$ cat config.mk
export PLATFORM = sky130hd
export DESIGN_NAME = rv_src
export DESIGN_NICKNAME = d
export VERILOG_FILES = /design/src/rtl/rv_src.sv
export SDC_FILE = /design/constraint.sdc
export NUM_CORES = 1
export LEC_CHECK = 0
export CAP_MARGIN = 0
export CORE_ASPECT_RATIO = 1.1
export CORE_MARGIN = 3
export CORE_UTILIZATION = 39
export DETAILED_ROUTE_END_ITERATION = 6
export GPL_TIMING_DRIVEN = 0
export HOLD_SLACK_MARGIN = 0.03
export PLACE_DENSITY = 0.75
export SYNTH_ARGS = -nofsm -noshare
export SYNTH_HDL_FRONTEND = slang
export SYNTH_SLANG_ARGS = --single-unit
$ cat constraint.sdc
create_clock -name clk -period 1.6 [get_ports clk]
set_input_delay 0.32 -clock clk [delete_from_list [all_inputs] [get_ports clk]]
set_output_delay 0.32 -clock clk [all_outputs]
set_load 0.1 [all_outputs]
$ cat src/rtl/rv_src.sv
// rv_src: ready/valid burst source emitting an arithmetic word sequence with optional inter-word gaps
module rv_src #(
    parameter int WD = 4,
    parameter int LW = 8,
    parameter int GW = 4
) (
    input  logic          clk,
    input  logic          rst,
    input  logic          start,
    input  logic          abort,
    input  logic [LW-1:0] cfg_len,
    input  logic [WD-1:0] cfg_seed,
    input  logic [WD-1:0] cfg_step,
    input  logic [GW-1:0] cfg_gap,
    output logic          dataout_val,
    input  logic          dataout_rdy,
    output logic [WD-1:0] dataout,
    output logic          busy,
    output logic          done,
    output logic [LW-1:0] sent_cnt
);
    localparam logic [1:0] IDLE = 2'd0;
    localparam logic [1:0] SEND = 2'd1;
    localparam logic [1:0] GAP  = 2'd2;
    localparam logic [1:0] DONE = 2'd3;

    logic [1:0]    state, state_n;
    logic [WD-1:0] step_r;
    logic [GW-1:0] gap_r, gcnt;
    logic [LW-1:0] rem;
    logic          abort_pend, hs, last;

    // next-state decode; an abort raised together with a handshake ends the burst at that handshake
    always_comb begin
        hs = dataout_val & dataout_rdy;
        last = rem == LW'(1) || abort_pend || abort;
        case (state)
            IDLE:    state_n = start ? (cfg_len == '0 ? DONE : SEND) : IDLE;
            SEND:    state_n = hs ? (last ? DONE : (gap_r == '0 ? SEND : GAP)) : SEND;
            GAP:     state_n = abort ? DONE : (gcnt == GW'(1) ? SEND : GAP);
            default: state_n = IDLE;
        endcase
    end

    // state, burst bookkeeping and outputs registered from the next state
    always_ff @(posedge clk) begin
        if (rst) begin
            state       <= IDLE;
            dataout_val <= 1'b0;
            dataout     <= '0;
            busy        <= 1'b0;
            done        <= 1'b0;
            sent_cnt    <= '0;
            abort_pend  <= 1'b0;
            step_r      <= '0;
            gap_r       <= '0;
            gcnt        <= '0;
            rem         <= '0;
        end else begin
            state       <= state_n;
            dataout_val <= state_n == SEND;
            busy        <= state_n != IDLE;
            done        <= state_n == DONE;
            abort_pend  <= state_n == DONE ? 1'b0 : abort_pend | (state == SEND && abort);
            if (state == IDLE && start) begin
                step_r   <= cfg_step;
                gap_r    <= cfg_gap;
                dataout  <= cfg_seed;
                rem      <= cfg_len;
                sent_cnt <= '0;
            end
            if (hs) begin
                dataout  <= dataout + step_r;
                rem      <= rem - LW'(1);
                sent_cnt <= sent_cnt + LW'(1);
                gcnt     <= gap_r;
            end else if (state == GAP) begin
                gcnt <= gcnt - GW'(1);
            end
        end
    end
endmodule

==> results of run 1 <==
## routing by layer
layer	global-route usage (%)	up-vias
met1	23.2	955
met2	32.9	54
met5	0	-
met4	9.42	0
li1	-	960
met3	4.38	12
## area by class of cell
class / instances / share of cell area [%]
Clock buffer: 5 / 2.50
Timing Repair Buffer: 48 / 17.8
Buffer: 12 / 2.63
Inverter: 10 / 1.36
Tap cell: 56 / 2.54
Multi-Input combinational cell: 177 / 43.7
Sequential cell: 38 / 29.1
Clock inverter: 2 / 0.363
## critical path: stages (launching register included)
cell	delay (ns)
dfxtp_2	0.33
or4_4	0.54
o211a_1	0.25
o2111a_1	0.23
a31o_2	0.21
## Yosys cell counts, types with 2 or more instances
| master | number |
|---|---|
| o21ai_0 | 10 |
| xnor2_1 | 4 |
| nor4_1 | 3 |
| nand3_1 | 4 |
| nand2_1 | 38 |
| clkbuf_1 | 9 |
| a211oi_1 | 8 |
| o21a_1 | 2 |
| dfxtp_1 | 38 |
| ha_1 | 8 |
| nand3b_1 | 2 |
| o211ai_1 | 2 |
| nor3_1 | 11 |
| nor2_1 | 21 |
| xor2_1 | 2 |
| mux2_2 | 2 |
| nor3b_1 | 2 |
| inv_1 | 10 |
| a311oi_1 | 4 |
| a21oi_1 | 22 |
| o211a_1 | 2 |
| buf_2 | 5 |
| a211o_1 | 2 |
| o311ai_0 | 2 |
## sequential cells by signal (all words and copies together) (netlist names)
register	flops
abort_pend	1
busy	1
dataout	4
dataout_val	1
done	1
gap_r	4
gcnt	4
rem	8
sent_cnt	8
state	2
step_r	4
## placed cells by master, fill, tap and decap left out, types with 2 or more instances in the layout
master           Yosys  routed
nand2_1             38      37
clkdlybuf4s50_1      0      23
a21oi_1             22      22
nor2_1              21      21
dfxtp_1             38      21
clkdlybuf4s15_2      0      14
buf_4                0      10
inv_1               10       9
dfxtp_2              0       9
a211oi_1             8       8
nor3_1              11       8
o21ai_0             10       8
dfxtp_4              0       8
clkbuf_2             0       6
ha_1                 8       5
clkbuf_8             0       5
xnor2_1              4       4
nand3_1              4       4
a311oi_1             4       4
nor3_2               0       3
ha_4                 0       3
or3b_4               0       2
xor2_1               2       2
o211ai_1             2       2
o311ai_0             2       2
a211o_1              2       2
nor4_1               3       2
o211a_1              2       2
nand3b_1             2       2
o21a_1               2       2
o21ai_1              0       2
mux2_2               2       2
clkinv_2             0       2
## logic make-up (layout without fill, tap and decap cells)
| logic type | count (synthesis) | count (layout) | share of synthesized area (%) |
|---|---|---|---|
| adder cells (fa/ha/maj) | 9 | 9 | 6.11 |
| buffers and inverters | 24 | 77 | 4.90 |
| flip-flops | 38 | 38 | 38.7 |
| AND/OR/NAND/NOR | 94 | 94 | 22.8 |
| XOR/XNOR | 7 | 7 | 3.82 |
| AO/OA/AOI/OAI | 65 | 65 | 22.5 |
| multiplexers | 2 | 2 | 1.14 |
## final timing paths
| kind | from | end | slack [ns] | cells after the start |
|---|---|---|---|---|
| hold reg to reg | step_r[3]$_SDFFE_PP0P_ | step_r[3]$_SDFFE_PP0P_ | 0.47 | 2 |
| hold / removal | step_r[3]$_SDFFE_PP0P_ | step_r[3]$_SDFFE_PP0P_ | 0.47 | 2 |
| setup / recovery | rem[3]$_SDFFE_PP0P_ | abort_pend$_SDFF_PP0_ | -0.07 | 4 |
| setup reg to reg | rem[3]$_SDFFE_PP0P_ | abort_pend$_SDFF_PP0_ | -0.07 | 4 |
## where the power goes
group	internal [mW]	switching, mW	total (mW)
clock network	0.292	0.337	0.629
registers	1.05	0.102	1.15
logic	0.379	0.565	0.944
## timing repair
item | 4_1_cts | 5_1_grt
gates resized for setup | 66 | 18
endpoints found under the setup margin | 47 | 24
pin swaps | 6 | 4
buffers inserted | 8 | 1
==> results.yml, run 1 <==
outcome:
  outcome: "finished with violations"
  violations: "setup timing"
layout:
  final_util_pct: 58.0
  multi_input_area_sq_um: 1200
  fin_area_sq_um: 2760
  area_growth_syn_to_layout_pct: 40.1
  drive_above_1_share_pct: 27.7
  diodes: 0
  finalNonFillerCells: 348
  regArea_sq_um: 802
  fillCellCount: 444
  nets: 326
worst_setup_path:
  critPathLaunchType: "flip-flop"
  cp.arrival_ns: 1.86
  worstPathRequired_ns: 1.79
  critical_path_class: "reg -> reg"
  crit_fanout: 3
  crit_path_end_kind: "flip-flop"
routing:
  route.met2.wl_um: 2710
  wl_met1_um: 2280
  drt_first_pass_iters: 4
  vias_per_cell: 5.69
  dr_wl_met3_um: 270
  top_layer: "met4"
  drtAntennaViolNets: 0
  drc: 0
  num_vias: 1981
  drt_wl_total_um: 5390
  drtIter0Drc: 109
  wl_per_cell_um: 15.5
sta:
  drv_slew: 0
  setup_tns_ns: -0.260
  hold-worst-slack_ns: 0.468
  clock.fmax_ghz: 0.597
  skew_ns: 0.00814
  setup_slack_ns: -0.0740
  setup_viol: 5
  final.period_utilization_pct: 105
  rsz0062_at_grt: "true"
  relSlewSlack_pct: 64.1
  period_needed_ns: 1.67
  hold_viol_final: 0
  worst_pin_slew_ns: 0.538
power:
  peakVddDrop_v: 0.000464
  p_leak_nw: 1.03
  power_mw: 2.73
  power_per_cell_area_nw_per_um2: 989
placed_design:
  io_buffer_count: 39
  place_congestion: 0.804
  dp_hpwl_um: 3710
  placed_cells: 334
  dp_slack_ns: -0.459
  place_area_sq_um: 2490
clock_tree:
  cts_hold_buf: 0
  cts_buffers: 5
  tritoncts: "done"
  path_clk_slew_ns: 0.08
  clockBufferDepth: 2
  cts.sinks: 38
  clkLatencyLatePin_ns: 0.30
  htreeDepth: 2
  cts-root-buf: "clkbuf_8"
yosys:
  ys.flop_type: "dfxtp_1"
  synth_top_cell_by_area: "dfxtp_1"
  synthCells: 239
  yosys.area.top_type_share_pct: 38.7
  ys_ff_latch: 38
  synth_area_leaders: "dfxtp_1, nand2_1, a21oi_1, ha_1, nor2_1"
  ys_async_sr_fraction_pct: 0
  synth_edf_count: 0
  avgSynthCellArea_sq_um: 8.23
  syn_area_sq_um: 1970
  yosysWarnings: 0
  ys_seq_area_share_pct: 38.7
  synth_cell_types: 50
  syn_nets: 273
grt:
  grt_pass1_vias: 1941
  antenna_found_initial: 0
  grt_pass1_wl_um: 8910
  grt_max_degree: 12
  grtUsageTotal_pct: 19.6
  grt_overflow_total: 0
die:
  initial_core_util_pct: 41.4
  rows: 26
  dieWidth_um: 73.7
  die_y_um: 80.5
  die-area_sq_um: 5930
  ios: 40
  coreArea_sq_um: 4750
flow_run:
  max_cap_violations: 0
hold_path:
  min_path_type: "reg -> reg"
(Power assumes the default switching activity.)
==> inputs of run 2 (changes only) <==
SKIP_CTS_REPAIR_TIMING = 1   (was not set)
==> results.yml, run 2 (synthesis results as in run 1) <==
layout:
  reg_top3: "rem: 8 flops, sent_cnt: 8 flops"
  layout_common_cells: "nand2_1, a21oi_1, clkdlybuf4s50_1"
  nets: 324
  diodes: 0
  final_util_pct: 55.6
  drive_above_1_share_pct: 27.9
  finalNonFillerCells: 346
  final_common_cell: "nand2_1"
  fillCellCount: 464
  fin_area_sq_um: 2640
  area_growth_syn_to_layout_pct: 34.2
clock_tree:
  cts_buffers: 5
  tritoncts: "done"
  clockBufferDepth: 2
  clkLatencyLatePin_ns: 0.30
  cts-root-buf: "clkbuf_8"
  cts.sinks: 38
  path_clk_slew_ns: 0.08
  htreeDepth: 2
worst_setup_path:
  reg2regPathDepth: 4
  ff2ff_setup_slack_ns: -0.13
  cp_cell_sequence: "or4_4 > o211a_1 > o2111a_1 > a31o_2"
  r2r-start: "rem[2]$_SDFFE_PP0P_"
  max_stage_delay_ns: 0.55
  rr_endpoint: "abort_pend$_SDFF_PP0_"
  critical_path_class: "reg -> reg"
  crit_family: "compound AO/OA/AOI/OAI gates"
  worst-path-buf-inv: 0
  crit_fanout: 6
  startpoint: "rem[2]$_SDFFE_PP0P_"
  crit_path_end_kind: "flip-flop"
  cp_slowest_cell: "or4_4"
  cp.arrival_ns: 1.92
  worstPathRequired_ns: 1.79
  critPathLaunchType: "flip-flop"
placed_design:
  io_buffer_count: 39
  place_area_sq_um: 2490
  dp_hpwl_um: 3710
  place_congestion: 0.804
  placed_cells: 334
sta:
  relSlewSlack_pct: 64.0
  hold_viol_final: 0
  skew_ns: 0.00976
  worst_pin_slew_ns: 0.542
  drv_slew: 0
  final.period_utilization_pct: 108
  setup_viol: 4
  period_needed_ns: 1.73
  setup_slack_ns: -0.134
  clock.fmax_ghz: 0.577
  rsz0062_at_grt: "true"
flow_run:
  max_cap_violations: 0
hold_path:
  min_to: "step_r[3]$_SDFFE_PP0P_"
  min_from: "step_r[3]$_SDFFE_PP0P_"
  whs_path_depth: 2
  min_path_type: "reg -> reg"
routing:
  drt_first_pass_iters: 4
  drc: 0
  drtAntennaViolNets: 0
  wl_per_cell_um: 15.2
  vias_per_cell: 5.57
  drt_wl_total_um: 5260
  drtIter0Drc: 106
  num_vias: 1926
outcome:
  violations: "setup timing"
  outcome: "finished with violations"
power:
  p_leak_nw: 1.01
  peakVddDrop_v: 0.000455
  power_mw: 2.68
  power_per_cell_area_nw_per_um2: 1020
grt:
  grt_overflow_total: 0
  grtUsageTotal_pct: 18.8
  grt_max_degree: 12
  grt_pass1_vias: 1848
  grt_pass1_wl_um: 8470
  antenna_found_initial: 0
die:
  die_y_um: 80.5
  initial_core_util_pct: 41.4
  rows: 26
  die-area_sq_um: 5930
  ios: 40
  coreArea_sq_um: 4750
  dieWidth_um: 73.7
run 2: cell count changes in the layout (fill, tap and decap cells not counted), moves of 2 or more:
cell | previous run | this run
clkbuf_2 | 6 | 20
clkdlybuf4s15_2 | 14 | 0
buf_4 | 10 | 7
dfxtp_4 | 8 | 10
run 2: layout make-up:
type | count | area [sq um] | area share (%)
buffer | 13 | 86.3 | 3.27
clock inverter | 2 | 10.0 | 0.379
timing repair buffer | 45 | 365 | 13.8
multi-input combinational | 177 | 1190 | 45.2
inverter | 10 | 37.5 | 1.42
sequential | 38 | 808 | 30.6
tap | 56 | 70.1 | 2.66
clock buffer | 5 | 68.8 | 2.61
run 2: where the power goes:
part	total, mW	internal [mW]	switching [mW]
logic	0.891	0.345	0.546
registers	1.16	1.05	0.109
clock network	0.629	0.292	0.336
total	2.68	1.69	0.992
run 2: per-layer routing:
metal / wire length (um) / up-vias / global-route usage, %
met5: 0 / - / 0
met4: 97 / 0 / 8.15
met3: 218 / 8 / 4.26
met2: 2600 / 49 / 31.6
met1: 2340 / 916 / 22.5
li1: - / 953 / -
run 2: worst max path at each step:
| stage | end | cells past startpoint |
|---|---|---|
| after global placement | sent_cnt[3]$_SDFFE_PP0P_ | 5 |
| final | abort_pend$_SDFF_PP0_ | 4 |
| after floorplan | abort_pend$_SDFF_PP0_ | 6 |
| after detailed placement | sent_cnt[3]$_SDFFE_PP0P_ | 5 |
| after global routing | abort_pend$_SDFF_PP0_ | 4 |
| after CTS | sent_cnt[3] | 1 |
run 2: worst reg2reg max path: stages (launching register included):
cell,delay [ns]
dfxtp_4,0.37
or4_4,0.56
o211a_1,0.26
o2111a_1,0.23
a31o_2,0.21
run 2: metrics by stage:
stage | worst slack, ns | TNS [ns] | hold slack (ns)
after global routing | -0.161 | -0.632 | 0.500
final | -0.134 | -0.387 | 0.468
after global placement | -0.441 | -15.50 | 0.447
after floorplan | -0.0418 | -0.0418 | 0.437
after CTS | -0.557 | -10.15 | 0.474
after detailed placement | -0.459 | -16.20 | 0.464
==> inputs of run 3 (changes only) <==
CORE_MARGIN = not set   (was 3)
HOLD_SLACK_MARGIN = 0.15   (was 0.03)
==> results.yml, run 3 (synthesis results as in run 1) <==
grt:
  grtUsageTotal_pct: 19.1
  antenna_found_initial: 0
  grt_overflow_total: 0
  grt_pass1_wl_um: 8250
  grt_max_degree: 12
  grt_pass1_vias: 1781
die:
  coreArea_sq_um: 4750
  initial_core_util_pct: 41.4
  dieWidth_um: 69.7
  ios: 40
  die-area_sq_um: 5330
  rows: 26
  die_y_um: 76.5
routing:
  drt_first_pass_iters: 4
  drtAntennaViolNets: 0
  wl_per_cell_um: 14.9
  drt_wl_total_um: 5090
  drc: 0
  vias_per_cell: 5.65
  num_vias: 1932
  drtIter0Drc: 202
sta:
  period_needed_ns: 1.72
  final.period_utilization_pct: 107
  setup_viol: 4
  worst_pin_slew_ns: 0.542
  relSlewSlack_pct: 64.0
  hold-worst-slack_ns: 0.466
  hold_viol_final: 0
  drv_slew: 0
  rsz0062_at_grt: "true"
  setup_slack_ns: -0.116
  clock.fmax_ghz: 0.583
  skew_ns: 0.00737
clock_tree:
  tritoncts: "done"
  cts_buffers: 5
  cts-root-buf: "clkbuf_8"
  clkLatencyLatePin_ns: 0.29
  cts.sinks: 38
  clockBufferDepth: 2
  htreeDepth: 2
  path_clk_slew_ns: 0.08
power:
  power_per_cell_area_nw_per_um2: 1020
  power_mw: 2.67
  peakVddDrop_v: 0.000443
  p_leak_nw: 0.984
worst_setup_path:
  critical_path_class: "reg -> reg"
  worstPathRequired_ns: 1.79
  critPathLaunchType: "flip-flop"
  crit_fanout: 5
  crit_path_end_kind: "flip-flop"
  cp_slowest_cell: "or4_4"
  cp_cell_sequence: "or4_4 > o211a_1 > o2111a_1 > a31o_2"
  max_stage_delay_ns: 0.53
  cp.arrival_ns: 1.90
placed_design:
  dp_hpwl_um: 3550
  placed_cells: 334
  place_congestion: 0.839
  io_buffer_count: 39
layout:
  diodes: 0
  final_common_cell: "nand2_1"
  area_growth_syn_to_layout_pct: 32.9
  layout_common_cells: "nand2_1, clkdlybuf4s50_1, a21oi_1"
  drive_above_1_share_pct: 26.2
  nets: 320
  reg_top3: "rem: 8 flops, sent_cnt: 8 flops"
  finalNonFillerCells: 342
outcome:
  violations: "setup timing"
  outcome: "finished with violations"
hold_path:
  min_path_type: "reg -> reg"
flow_run:
  max_cap_violations: 0
run 3: per-layer routing:
layer	vias to the layer above	global-route usage (%)	routed length [um]
li1	946	-	-
met1	923	24.2	2310
met2	53	32.4	2430
met3	10	3.57	237
met4	0	6.20	116
met5	-	0	0
run 3: through the flow:
step           setup slack, ns  instance area, sq um  TNS, ns  utilization, %
2_1_floorplan          -0.0418                  2030  -0.0418               -
3_3_place_gp            -0.484                  2490   -15.71            52.5
3_5_place_dp            -0.462                  2490   -15.91            52.5
4_1_cts                 -0.546                  2570   -10.10            54.1
5_1_grt                 -0.165                  2610   -0.640            55.0
6_report                -0.116                  2610   -0.357            55.0
run 3: worst max-delay path: cells and delay by family (launching register included):
kind / cells / cell delay [ns]
flops: 1 / 0.36
simple gates: 1 / 0.53
compound gates: 3 / 0.72
run 3: cell type report:
cell class / instances / area, sq um
fillers: 449 / 2140
plain buffers: 13 / 87.6
clock buffers: 5 / 68.8
multi-input cells: 177 / 1200
well taps: 56 / 70.1
flip-flops and latches: 38 / 811
clock inverters: 2 / 10.0
repair buffers: 41 / 333
inverters: 10 / 37.5
run 3: final timing paths:
kind	cells after the start	startpoint	slack, ns	end
setup / recovery	4	rem[3]$_SDFFE_PP0P_	-0.12	abort_pend$_SDFF_PP0_
hold / removal	2	step_r[3]$_SDFFE_PP0P_	0.47	step_r[3]$_SDFFE_PP0P_
setup reg to reg	4	rem[3]$_SDFFE_PP0P_	-0.12	abort_pend$_SDFF_PP0_
hold reg to reg	2	step_r[3]$_SDFFE_PP0P_	0.47	step_r[3]$_SDFFE_PP0P_
run 3: power by group:
part           switching (mW)  internal, mW
Combinational           0.540         0.325
Clock                   0.344         0.293
Sequential              0.112          1.05
